## src/rtl/pc_gen.sv

```systemverilog
// rtl/pc_gen.sv - IF-stage program-counter generator with prioritised redirects,
// stall, EXL/EPC state, fetch-fault flag and saturating redirect counter.
module pc_gen #(
  parameter int                 WIDTH    = 32,
  parameter logic [WIDTH-1:0]   RESET_PC = 32'h0000_3000,
  parameter logic [WIDTH-1:0]   EXC_VEC  = 32'h0000_4180,
  parameter logic [WIDTH-1:0]   ADDR_LO  = 32'h0000_3000,
  parameter logic [WIDTH-1:0]   ADDR_HI  = 32'h0000_6ffc,
  parameter int                 CNT_W    = 16
) (
  input  logic             clk,
  input  logic             clr,
  input  logic             en,
  input  logic             br_taken,
  input  logic [WIDTH-1:0] br_target,
  input  logic             jmp,
  input  logic [WIDTH-1:0] jmp_target,
  input  logic             jr,
  input  logic [WIDTH-1:0] jr_target,
  input  logic             exc_req,
  input  logic [WIDTH-1:0] exc_pc,
  input  logic             eret,
  output logic [WIDTH-1:0] pc_now,
  output logic [WIDTH-1:0] pc_plus4,
  output logic [WIDTH-1:0] epc,
  output logic             exl,
  output logic             fetch_fault,
  output logic [CNT_W-1:0] redirect_cnt
);

  typedef enum logic {
    NORMAL = 1'b0,
    EXC    = 1'b1
  } state_t;

  state_t           state, state_next;
  logic [WIDTH-1:0] pc_reg, pc_next;
  logic [WIDTH-1:0] epc_reg, epc_next;
  logic [CNT_W-1:0] cnt_reg, cnt_next;
  logic             redirect;

  assign pc_now       = pc_reg;
  assign pc_plus4     = pc_reg + WIDTH'(4);
  assign epc          = epc_reg;
  assign exl          = (state == EXC);
  assign redirect_cnt = cnt_reg;

  // Flag only; the pipeline converts a fault into exc_req.
  assign fetch_fault = (pc_reg[1:0] != 2'b00) | (pc_reg < ADDR_LO) | (pc_reg > ADDR_HI);

  always_ff @(posedge clk or posedge clr) begin
    if (clr) begin
      state   <= NORMAL;
      pc_reg  <= RESET_PC;
      epc_reg <= '0;
      cnt_reg <= '0;
    end else begin
      state   <= state_next;
      pc_reg  <= pc_next;
      epc_reg <= epc_next;
      cnt_reg <= cnt_next;
    end
  end

  always_comb begin
    state_next = state;
    pc_next    = pc_reg;
    epc_next   = epc_reg;
    redirect   = 1'b0;

    // exc_req and eret bypass the stall; exc_req also masks a coincident eret.
    if (exc_req) begin
      pc_next    = EXC_VEC;
      redirect   = 1'b1;
      state_next = EXC;
      if (state == NORMAL) begin
        epc_next = exc_pc;
      end
    end else if (eret) begin
      pc_next    = epc_reg;
      redirect   = 1'b1;
      state_next = NORMAL;
    end else if (en) begin
      if (jr) begin
        pc_next  = jr_target;
        redirect = 1'b1;
      end else if (jmp) begin
        pc_next  = jmp_target;
        redirect = 1'b1;
      end else if (br_taken) begin
        pc_next  = br_target;
        redirect = 1'b1;
      end else begin
        pc_next  = pc_plus4;
      end
    end

    cnt_next = cnt_reg;
    if (redirect && (cnt_reg != {CNT_W{1'b1}})) begin
      cnt_next = cnt_reg + {{(CNT_W-1){1'b0}}, 1'b1};
    end
  end

endmodule

```

## config.mk

```make
export PLATFORM = sky130hd
export DESIGN_NAME = pc_gen
export DESIGN_NICKNAME = d
export VERILOG_FILES = /design/src/rtl/pc_gen.sv
export SDC_FILE = /design/constraint.sdc
export NUM_CORES = 1
export LEC_CHECK = 0
export ABC_AREA = 1
export CAP_MARGIN = 20
export CORE_UTILIZATION = 38
export DETAILED_ROUTE_END_ITERATION = 12
export GPL_TIMING_DRIVEN = 0
export PLACE_DENSITY = 0.78
export SLEW_MARGIN = 20
export SYNTH_ARGS = -nofsm -noshare
export SYNTH_HDL_FRONTEND = slang
export SYNTH_SLANG_ARGS = --single-unit
```

## constraint.sdc

```tcl
create_clock -name clk -period 2.7 [get_ports clk]
set_clock_uncertainty 0.05 [all_clocks]
set_input_delay 0.405 -clock clk [delete_from_list [all_inputs] [get_ports clk]]
set_output_delay 0.405 -clock clk [all_outputs]
set_load 0.005 [all_outputs]
```

* After elaboration in Yosys (flattened, before gate mapping) *
Cells that the tools add are included.

word-level totals
  register bits after elaboration = 81
  input bits = 136

operators by class
  add/sub/neg operators = 2
  bitwise gates (word level) = 3
  equal/unequal tests = 1
  magnitude comparators = 2
  mux-type cells = 14
  reductions and logical operators = 5

operators with widths
  cell                                                   count
  2-to-1 mux 32 bit                                      6
  adder 32 x 3 -> 32 bit (second input constant)         1
  > comparator 32 x 15 -> 1 bit (second input constant)  1
  < comparator 32 x 14 -> 1 bit (second input constant)  1
  adder 16 x 1 -> 16 bit (second input constant)         1
  inequality test 16 bit (second input constant)         1
  2-to-1 mux 1 bit                                       8
  nonzero test 2 bit                                     2
  nonzero test 3 bit                                     1
  bitwise OR 1 bit                                       2
  AND reduction 2 bit                                    1
  logical AND 1 bit                                      1
  NOT 1 bit                                              1

* Depth between registers and ports, before layout *
  depth in word-level cells = 7
  depth in mapped cells = 13
  depth with buffers taken out = 13

* Least setup slack after synthesis *
Ideal clock, no wire load.

  path type = register to output
  start point = register pc_reg[3] (netlist: pc_now[3])
  end point = output fetch_fault
  slack = 955 ps
  arrival = 1290 ps
  path buffers = 0
  stages on the path, launching flop included = 9
  cell sequence = dfrtp_1 ha_1 nand2_1 nor2_2 nand2_2 o41ai_1 nand2_1 nand2_1 nand2_1

on the way
  cells in the longest elaborated chain, start to end = 3
  elaborated cells between the ends (all ways) = 4
  those cells by class = 2 x order compare; 2 x bitwise

ends and longest elaborated chain
  element                        line  text
  start: declaration             37    logic [WIDTH-1:0] pc_reg, pc_next;
  start signal: assignment       59    pc_reg <= pc_next;
  < comparator 32 x 14 -> 1 bit  49    assign fetch_fault = (pc_reg[1:0] != 2'b00) | (pc_reg < ADDR_LO) | (pc_reg > ADDR_HI);
  bitwise OR 1 bit               49
  bitwise OR 1 bit *             49
  end: declaration               27    output logic fetch_fault,

Every way passes the cells marked *; elsewhere a longest branch is shown, timed or not.

* Worst setup path after layout *
  start point = register pc_reg[3] (netlist: pc_now[3])
  end point = output pc_plus4[15]

on the way
  cells in the longest elaborated chain, start to end = 1

ends and longest elaborated chain
  element                 line  text
  adder 32 x 3 -> 32 bit  43    assign pc_plus4 = pc_reg + WIDTH'(4);
  end: declaration        24    output logic [WIDTH-1:0] pc_plus4,

No other way between the ends.

==> run metrics <==
status complete, but fails checks; violated checks negative setup slack; DR vias 6499; first-pass iteration count of the detailed router 6; CTS H-Tree Depth 3; Ports 250; Tot Pwr 4620 uW; final period utilization 101%; Sink Count 81; drt wl/cell 19.1 um; RR Endpoint pc_now[12]; PnR worst setup slack -0.0260 ns; hold slack 0.423 ns; die area 0.0149 mm^2; worst path required time 2.25 ns; commonest non-fill, non-tap cell in the layout clkdlybuf4s50_1; cells after synthesis 750; Post-DP HPWL 18300 um; Ant. Diodes 0; crit path cell chain buf_4 > nand2_1 > nor2_4 > nand2_2 > nor2_4 > xor2_1 > inv_1 > clkdlybuf4s50_1; Rel. slew slack 50.9%; Critical Path Start Type register; endpoint class of the critical path primary output; Iter 0 DRT Violations 703; Root Driver clkbuf_16; FF-to-FF Start pc_now[3]; Clock Latency Late Sink 0.34 ns; die span in y 122 um; R2R cell count 9; Mapped Nets 888; most frequent cells in the layout clkdlybuf4s50_1, nand2_1, nor2_1; critical path class reg2out; FP Rows 43; number of instances in the placed design 1179; f_max 0.367 GHz; Final Cell Area 0.00879 mm^2; pwr/cell area 526 mW/mm^2; setup TNS -0.0512 ns; total number of yosys warnings 0; Area Growth Syn to Fin 60.4%; critical-path maximum fanout 5; routed vias/inst 5.38; sequential cell area fraction in the yosys report 37.1%; ys flop type dfrtp_1; number of remaining DRC errors 0; crit-path max cell delay 0.45 ns; final setup fails 2; Hold Crit Class in2async; Final min period 2.73 ns; antenna viol nets, final 0; vias in the first global route 6218; gpl congestion 1.00; first-pass GRT wire length 34600 um; CTS buffer count 9; leakage power 0.00392 uW; syn avg cell area 7.30 um^2; unrepaired setup endpoints after global routing yes; EDFF count, synth 0; Cell Area, Synth 0.00548 mm^2; Worst EP arrival 2.27 ns; Initial Util 39.2%; R2R setup slack 0.67 ns; post-synthesis async set-or-reset flop share 100%; most used cell, CP nor2_4; CTS tree built; Total Nets Final 1162; largest net degree at the start of global routing 43; port bufs 248; FF+latch count, synth 81; Final Hold Fails 0; hold-fix buffers at CTS 0; core outline area 0.0140 mm^2; Die X 122 um; Slew Viols, Final 0; clock buffer depth 2; total congestion overflow 0; Post-Place Cell Area 0.00821 mm^2; DRT Wirelength 23100 um; Cell variety after synth 44; Final Non-Filler Cells 1208; crit path from pc_now[3]; slowest stage cell on the critical path clkdlybuf4s50_1; Max rail drop VDD 0.446 mV; crit path to pc_plus4[15]; Worst-Margin Slew 0.737 ns; gr usage total 31.2%; share of cells above drive strength 1 13.9%; Worst-path clk slew 0.06 ns; initial antenna violation count 0; MaxCap Viol Count 0
-- worst min-delay path by stage --
| stage | startpoint | end | slack (ns) | cells past startpoint |
|---|---|---|---|---|
| global route | clr | epc[17] | 0.46 | 2 |
| global placement | redirect_cnt[14] | redirect_cnt[14] | 0.45 | 1 |
| detailed placement | redirect_cnt[14] | redirect_cnt[14] | 0.45 | 1 |
| floorplan | redirect_cnt[14] | redirect_cnt[14] | 0.44 | 1 |
| finish | clr | epc[17] | 0.42 | 2 |
| CTS | clr | epc[17] | 0.45 | 2 |
-- metal layers --
layer	vias to the layer above	GRT usage, %	routed length [um]
li1	3007	-	-
met1	3051	41.7	9590
met2	372	48.9	10400
met3	69	5.43	2110
met4	0	14.1	985
met5	-	0	0
-- area by class of cell --
class,instances,area [um^2]
Sequential cell,81,2040
Fill cell,1261,5200
Clock inverter,3,90.1
Clock buffer,12,236
Buffer,29,140
Inverter,67,254
Timing Repair Buffer,263,2630
Multi-Input combinational cell,573,3170
Tap cell,180,225
-- worst max-delay path: cells and delay by family (launching register included) --
| family | cells | cell delay [ns] |
|---|---|---|
| flops | 1 | 0.42 |
| buf+inv | 3 | 0.66 |
| simple gates | 4 | 0.55 |
| xor+xnor | 1 | 0.30 |
-- cell families after synthesis --
kind of cell | Yosys count | share of synthesized area [%]
flip-flops | 81 | 37.1
multiplexers | 31 | 6.37
AO/OA/AOI/OAI | 86 | 10.3
XOR/XNOR | 27 | 4.46
AND/OR/NAND/NOR | 427 | 34.2
buffers and inverters | 96 | 7.15
adder cells (fa/ha/maj) | 2 | 0.457
-- stage by stage --
step	util (%)	worst slack (ns)
2_1_floorplan	-	0.168
3_3_place_gp	58.5	-1.18
3_5_place_dp	58.7	0.128
4_1_cts	61.4	-0.0164
5_1_grt	62.8	-0.0968
6_report	62.8	-0.0260
-- report_power, final --
group          internal (uW)  total (uW)  switching (uW)
Sequential              1420        1710             291
Clock                    899        1360             463
Combinational            889        1540             656
-- cell usage after synthesis (3+ instances only) --
cell type,n,area (um^2)
nor2_2,4,25.0
nand2_2,11,68.8
a21oi_1,14,70.1
o211ai_1,4,30.0
nor4_1,4,25.0
nor2_4,10,113
clkbuf_1,13,48.8
nand4_1,14,87.6
a221oi_1,21,184
buf_2,10,50.1
dfrtp_1,79,1980
inv_2,5,18.8
nor2_1,108,405
mux2_2,31,349
xnor2_1,10,87.6
o21ai_0,26,130
nand2_1,223,837
o221a_2,3,33.8
xor2_1,16,140
o21ai_1,7,35.0
nor3_1,8,40.0
inv_1,61,229
nand3_1,36,180
buf_4,3,22.5
-- repair_timing --
action                                 4_1_cts  5_1_grt
cloned                                       0        0
endpoints found under the hold margin        0        0
gates resized for setup                     10       34
buffers inserted                             4       10
setup endpoints to repair                   13       20
pin swaps                                    4       15
No activity file was read; power rests on OpenSTA's default activity.
